## src/rtl/vga_sync_gen_pkg.sv

```systemverilog
// Shared VGA timing package: 640x480@60 default constants, counter widths and helpers.
// Imported by vga_sync_gen and by the downstream graphics that compares coordinates.
package vga_sync_gen_pkg;

  localparam int unsigned DEF_CLK_DIV   = 2;
  localparam int unsigned DEF_H_DISPLAY = 640;
  localparam int unsigned DEF_H_FRONT   = 16;
  localparam int unsigned DEF_H_SYNC    = 96;
  localparam int unsigned DEF_H_BACK    = 48;
  localparam int unsigned DEF_V_DISPLAY = 480;
  localparam int unsigned DEF_V_FRONT   = 10;
  localparam int unsigned DEF_V_SYNC    = 2;
  localparam int unsigned DEF_V_BACK    = 33;

  localparam int unsigned CNT_W   = 10;
  // Divider count range is 0..CLK_DIV-1 with CLK_DIV up to 16.
  localparam int unsigned DIV_W   = 4;
  localparam int unsigned FRAME_W = 16;

  typedef logic [CNT_W-1:0] coord_t;

  function automatic logic in_range(input int unsigned v, input int unsigned lo,
                                    input int unsigned hi);
    return (v >= lo) && (v <= hi);
  endfunction

endpackage

```

## src/rtl/vga_sync_gen_mod_counter.sv

```systemverilog
// vga_mod_counter: enabled mod-N counter; wrap is high in the enabled cycle that returns to 0.
module vga_mod_counter #(
  parameter int unsigned N = 800,
  parameter int unsigned W = 10
) (
  input  logic         clk,
  input  logic         reset,
  input  logic         en,
  output logic [W-1:0] count,
  output logic         wrap
);

  logic [W-1:0] count_q, count_d;

  assign wrap  = en && (count_q == W'(N - 1));
  assign count = count_q;

  always_comb begin
    count_d = count_q;
    if (en) count_d = wrap ? '0 : count_q + W'(1);
  end

  always_ff @(posedge clk or negedge reset) begin
    if (!reset) count_q <= '0;
    else        count_q <= count_d;
  end

endmodule

```

## src/rtl/vga_sync_gen.sv

```systemverilog
// vga_sync_gen: VGA timing from the system clock (pixel divider, h/v counters, sync/blank flags).
// Defining VGA_FRAME_CNT_EN adds the frame_count output.
module vga_sync_gen
  import vga_sync_gen_pkg::*;
#(
  parameter int unsigned CLK_DIV   = DEF_CLK_DIV,
  parameter int unsigned H_DISPLAY = DEF_H_DISPLAY,
  parameter int unsigned H_FRONT   = DEF_H_FRONT,
  parameter int unsigned H_SYNC    = DEF_H_SYNC,
  parameter int unsigned H_BACK    = DEF_H_BACK,
  parameter int unsigned V_DISPLAY = DEF_V_DISPLAY,
  parameter int unsigned V_FRONT   = DEF_V_FRONT,
  parameter int unsigned V_SYNC    = DEF_V_SYNC,
  parameter int unsigned V_BACK    = DEF_V_BACK
) (
  input  logic                 clk,
  input  logic                 reset,
  output logic                 p_tick,
  output logic [CNT_W-1:0]     pixel_x,
  output logic [CNT_W-1:0]     pixel_y,
  output logic                 hsync,
  output logic                 vsync,
  output logic                 video_on,
`ifdef VGA_FRAME_CNT_EN
  output logic [FRAME_W-1:0]   frame_count,
`endif
  output logic                 frame_tick
);

  localparam int unsigned H_TOTAL      = H_DISPLAY + H_FRONT + H_SYNC + H_BACK;
  localparam int unsigned V_TOTAL      = V_DISPLAY + V_FRONT + V_SYNC + V_BACK;
  localparam int unsigned H_SYNC_START = H_DISPLAY + H_FRONT;
  localparam int unsigned H_SYNC_END   = H_SYNC_START + H_SYNC - 1;
  localparam int unsigned V_SYNC_START = V_DISPLAY + V_FRONT;
  localparam int unsigned V_SYNC_END   = V_SYNC_START + V_SYNC - 1;

  logic [DIV_W-1:0] div_cnt_q, div_cnt_d;
  logic             pix_en;
  logic             p_tick_q, p_tick_d;
  logic             hsync_q, hsync_d;
  logic             vsync_q, vsync_d;
  logic             video_on_q, video_on_d;
  logic             frame_tick_q, frame_tick_d;
  coord_t           x_cnt, y_cnt, x_nxt, y_nxt;
  logic             h_wrap, v_wrap;

  // Counters and flags all step on the same edge that raises p_tick, so they stay coherent.
  assign pix_en = (div_cnt_q == DIV_W'(CLK_DIV - 1));

  vga_mod_counter #(.N(H_TOTAL), .W(CNT_W)) u_h_cnt (
    .clk   (clk),
    .reset (reset),
    .en    (pix_en),
    .count (x_cnt),
    .wrap  (h_wrap)
  );

  vga_mod_counter #(.N(V_TOTAL), .W(CNT_W)) u_v_cnt (
    .clk   (clk),
    .reset (reset),
    .en    (pix_en & h_wrap),
    .count (y_cnt),
    .wrap  (v_wrap)
  );

  always_comb begin
    div_cnt_d    = pix_en ? '0 : div_cnt_q + DIV_W'(1);
    p_tick_d     = pix_en;
    x_nxt        = x_cnt;
    y_nxt        = y_cnt;
    hsync_d      = hsync_q;
    vsync_d      = vsync_q;
    video_on_d   = video_on_q;
    frame_tick_d = 1'b0;
    if (pix_en) begin
      x_nxt        = h_wrap ? '0 : x_cnt + CNT_W'(1);
      if (h_wrap) y_nxt = v_wrap ? '0 : y_cnt + CNT_W'(1);
      hsync_d      = !in_range(32'(x_nxt), H_SYNC_START, H_SYNC_END);
      vsync_d      = !in_range(32'(y_nxt), V_SYNC_START, V_SYNC_END);
      video_on_d   = (32'(x_nxt) < H_DISPLAY) && (32'(y_nxt) < V_DISPLAY);
      frame_tick_d = (x_nxt == '0) && (y_nxt == CNT_W'(V_DISPLAY));
    end
  end

  always_ff @(posedge clk or negedge reset) begin
    if (!reset) begin
      div_cnt_q    <= '0;
      p_tick_q     <= 1'b0;
      hsync_q      <= 1'b1;
      vsync_q      <= 1'b1;
      video_on_q   <= 1'b0;
      frame_tick_q <= 1'b0;
    end else begin
      div_cnt_q    <= div_cnt_d;
      p_tick_q     <= p_tick_d;
      hsync_q      <= hsync_d;
      vsync_q      <= vsync_d;
      video_on_q   <= video_on_d;
      frame_tick_q <= frame_tick_d;
    end
  end

`ifdef VGA_FRAME_CNT_EN
  logic [FRAME_W-1:0] frame_cnt_q, frame_cnt_d;

  assign frame_cnt_d = frame_tick_d ? frame_cnt_q + FRAME_W'(1) : frame_cnt_q;
  assign frame_count = frame_cnt_q;

  always_ff @(posedge clk or negedge reset) begin
    if (!reset) frame_cnt_q <= '0;
    else        frame_cnt_q <= frame_cnt_d;
  end
`endif

  assign p_tick     = p_tick_q;
  assign pixel_x    = x_cnt;
  assign pixel_y    = y_cnt;
  assign hsync      = hsync_q;
  assign vsync      = vsync_q;
  assign video_on   = video_on_q;
  assign frame_tick = frame_tick_q;

endmodule
```

## config.mk

```make
export PLATFORM = sky130hd
export DESIGN_NAME = vga_sync_gen
export DESIGN_NICKNAME = d
export VERILOG_FILES = /design/src/rtl/vga_sync_gen_pkg.sv /design/src/rtl/vga_sync_gen_mod_counter.sv /design/src/rtl/vga_sync_gen.sv
export SDC_FILE = /design/constraint.sdc
export NUM_CORES = 1
export LEC_CHECK = 0
export CAP_MARGIN = 30
export CORE_ASPECT_RATIO = 1.25
export CORE_MARGIN = 2
export CORE_UTILIZATION = 54
export DETAILED_ROUTE_END_ITERATION = 10
export GPL_TIMING_DRIVEN = 0
export MAX_ROUTING_LAYER = met4
export PLACE_DENSITY = 0.8
export RECOVER_POWER = 50
export SKIP_LAST_GASP = 1
export SLEW_MARGIN = 20
export SYNTH_ARGS = -nofsm -noshare
export SYNTH_HDL_FRONTEND = slang
export SYNTH_SLANG_ARGS = --single-unit
```

## constraint.sdc

```tcl
create_clock -name clk -period 3.1 [get_ports clk]
set_clock_uncertainty 0.15 [all_clocks]
set_input_delay 0.62 -clock clk [delete_from_list [all_inputs] [get_ports clk]]
set_output_delay 0.62 -clock clk [all_outputs]
set_load 0.1 [all_outputs]
```

==> results of run 1 <==
sequential cells by signal, indices dropped and copies added, names as in the netlist:
| register | cells |
|---|---|
| frame_tick | 1 |
| vsync | 1 |
| u_v_cnt.count | 10 |
| div_cnt_q | 4 |
| video_on | 1 |
| p_tick | 1 |
| u_h_cnt.count | 10 |
| hsync | 1 |
final cells by class:
type | count | area [um2] | area share
flip-flops and latches | 29 | 728.2 | 0.3328
clock buffers | 5 | 68.82 | 0.03145
inverters | 8 | 30.03 | 0.01372
repair buffers | 26 | 254.0 | 0.1161
plain buffers | 15 | 67.56 | 0.03087
well taps | 37 | 46.29 | 0.02115
multi-input cells | 154 | 975.9 | 0.4460
clock inverters | 3 | 17.52 | 0.008005
stage by stage:
step                      total power, W    util
final                          0.0006941  0.6790
after global routing           0.0007280  0.6790
after CTS                      0.0007050  0.6852
after detailed placement       0.0003936  0.6584
after global placement         0.0003941  0.6599
after floorplan                0.0003856       -
cell usage after synthesis (2+ instances only):
library cell | number | area (um2)
xnor2_1 | 11 | 96.34
and2_1 | 2 | 12.51
dfrtp_1 | 27 | 675.7
nor2_1 | 15 | 56.30
or4_1 | 2 | 15.01
and4_1 | 2 | 17.52
o211ai_1 | 4 | 30.03
nand2b_1 | 4 | 25.02
nand3_1 | 11 | 55.05
nor4_1 | 2 | 12.51
o2111ai_1 | 2 | 17.52
ha_1 | 3 | 37.54
o21ai_0 | 15 | 75.07
mux2i_1 | 2 | 20.02
clkbuf_1 | 8 | 30.03
o21a_1 | 2 | 15.01
o21bai_1 | 2 | 15.01
and3_1 | 3 | 18.77
nand2_1 | 23 | 86.33
a21oi_1 | 8 | 40.04
nand4_1 | 3 | 18.77
nor2b_1 | 2 | 12.51
buf_2 | 6 | 30.03
nor3_1 | 6 | 30.03
xor2_1 | 4 | 35.03
inv_1 | 7 | 26.28
o31ai_1 | 5 | 37.54
dfstp_2 | 2 | 52.55
kinds of logic after synthesis:
kind of cell | Yosys count
AOI/OAI and AO/OA | 49
xor gates and xnor gates | 15
adders and majority gates | 3
buffers and inverters | 23
DFF | 29
muxes | 3
and+or+nand+nor | 84
worst min-delay path by stage:
stage	endpoint	cells past startpoint	slack [ns]	start
global route	div_cnt_q[3]	1	0.36	div_cnt_q[3]
floorplan	div_cnt_q[0]	0	0.17	reset
CTS	video_on	1	0.22	reset
finish	div_cnt_q[3]	1	0.32	div_cnt_q[3]
global placement	div_cnt_q[3]	1	0.31	div_cnt_q[3]
detailed placement	div_cnt_q[3]	1	0.31	div_cnt_q[3]
where the power goes:
part / internal (W) / leakage [nW] / switching (W)
logic: 0.000000222 / 0.435 / 0.00000707
clock network: 0.000154 / 0.0439 / 0.000154
registers: 0.000379 / 0.379 / 0
worst max-delay path, delay by kind of cell (launching register included):
family	cells	cell delay (ns)
simple gates	3	1.23
fa+ha+maj	1	0.17
flops	1	0.47
buf+inv	1	0.13
compound gates	3	0.56
routing by layer:
metal  vias up  wire length, um  track usage
met5         -                0            -
met4         0              106       0.1339
met3        11              216      0.07276
met2        58             1997       0.3943
met1       782             1773       0.2778
li1        800                -            -
==> results.json, run 1 <==
{
  "arrival_ns": 2.84,
  "setup_slack_ns": 0.3182,
  "numPortBuffers": 26,
  "grt_util_all_layers": 0.2444,
  "min_period_over_period": 0.8973,
  "yosysUniqueCellTypes": 51,
  "outcome": "complete, but fails checks",
  "synthMuxAreaShare": 0.01718,
  "critPathSlowestCell": "nor4_1",
  "start_util": 0.5648,
  "ff2ff_setup_slack_ns": 0.32,
  "grt_first_pass_wirelength_um": 6837,
  "post-place-ws_ns": 0.4551,
  "drcViolationCount": 0,
  "worst_setup_path_start_kind": "register",
  "worstReg2RegStart": "u_v_cnt.count[0]",
  "ys_ff_latch": 29,
  "powerDensity_nw_per_um2": 317.2,
  "ios": 27,
  "die_w_um": 55.93,
  "syn_avg_cell_area_um2": 8.837,
  "max_slew_margin": -0.03121,
  "yosys.area_share.simple": 0.2509,
  "ys_seq_area_frac": 0.4000,
  "placed_cells": 269,
  "cts_resized": 0,
  "place_hpwl_um": 2918,
  "grt_pass1_vias": 1522,
  "synth_edf_count": 0,
  "clock.fmax_mhz": 359.5,
  "reg2reg_to": "vsync",
  "viasPerCell": 5.960,
  "rsz0062_at_grt": "no",
  "cts_tree": "done",
  "cts.sinks": 29,
  "final_common_cell": "dfrtp_1",
  "max-vdd-ir-drop_v": 0.0004160,
  "core-area_um2": 3223,
  "slew_violations": 30,
  "cp.required_ns": 3.16,
  "first_pass_iters": 5,
  "final_cells": 277,
  "drive_gt1_frac": 0.1083,
  "setup_viol": 0,
  "postRouteWirelength_um": 4094,
  "p_leak_nw": 0.8580,
  "chipHeight_um": 68.92,
  "wl_per_cell_um": 14.78,
  "failed_checks": "max-capacitance violations, max-slew violations",
  "synth_compound_area_frac": 0.1856,
  "globalRouteOverflowTotal": 0,
  "clock_path_buffers": 2,
  "tns_ns": 0,
  "period_needed_ns": 2.782,
  "whs_ns": 0.3233,
  "cts_buffers": 5,
  "final_cell_mix": "dfrtp_1 (27), clkdlybuf4s50_1 (25), nand2_1 (23)",
  "dr_total_vias": 1651,
  "drt-initial-drc-count": 93,
  "async_reset_ff_frac": 1.000,
  "end_kind": "register",
  "tightest_slew_ns": 1.547,
  "cap_violations": 1,
  "hold_viol": 0,
  "root_buffer": "clkbuf_8",
  "die_area_um2": 3854,
  "slowest_delay_ns": 0.60,
  "synth_xor_area_frac": 0.07216,
  "crit_start": "u_v_cnt.count[0]",
  "synth_top_family_by_area": "simple AND/OR/NAND/NOR gates",
  "syn-cell-area_um2": 1820,
  "cp-endpoint": "vsync",
  "grt_antenna_before_repair": 0,
  "syn_to_final_growth_pct": 20.21,
  "finish.net_count": 244,
  "cp_cell_sequence": "inv_1, ha_1, or4b_4, nor4_1, nor2_1, a22o_1, o21a_1, a41oi_2",
  "reg2reg_depth": 8,
  "crit_type": "reg -> reg",
  "hp-class": "reg -> reg",
  "htreeDepth": 2,
  "post_cts_buffers": 0,
  "synthCells": 206,
  "syn_nets": 211,
  "ant_nets": 0,
  "ys_warn_count": 0,
  "ys.flop_type": "dfrtp_1",
  "grt_max_degree": 30,
  "cp_max_fo": 8,
  "final_area_um2": 2188,
  "n_fill_cell": 248,
  "synth_adder_area_share": 0.02062,
  "insertion_delay_ns": 0.29,
  "diodes": 0,
  "path_clk_slew_ns": 0.07,
  "gp_congestion": 0.8842,
  "num_rows": 23,
  "ctsHoldBuffers": 0,
  "placed_area_um2": 2122
}
(Power assumes the default switching activity.)
==> inputs of run 2 (changes only) <==
--- a/config.mk
+++ b/config.mk
@@ -5,7 +5,7 @@
 export SDC_FILE = /design/constraint.sdc
 export NUM_CORES = 1
 export LEC_CHECK = 0
-export CAP_MARGIN = 30
+export CAP_MARGIN = 20
 export CORE_ASPECT_RATIO = 1.25
 export CORE_MARGIN = 2
 export CORE_UTILIZATION = 54
==> results of run 2 <==
The final DEF is identical to that of run 1; final timing and power are the same.
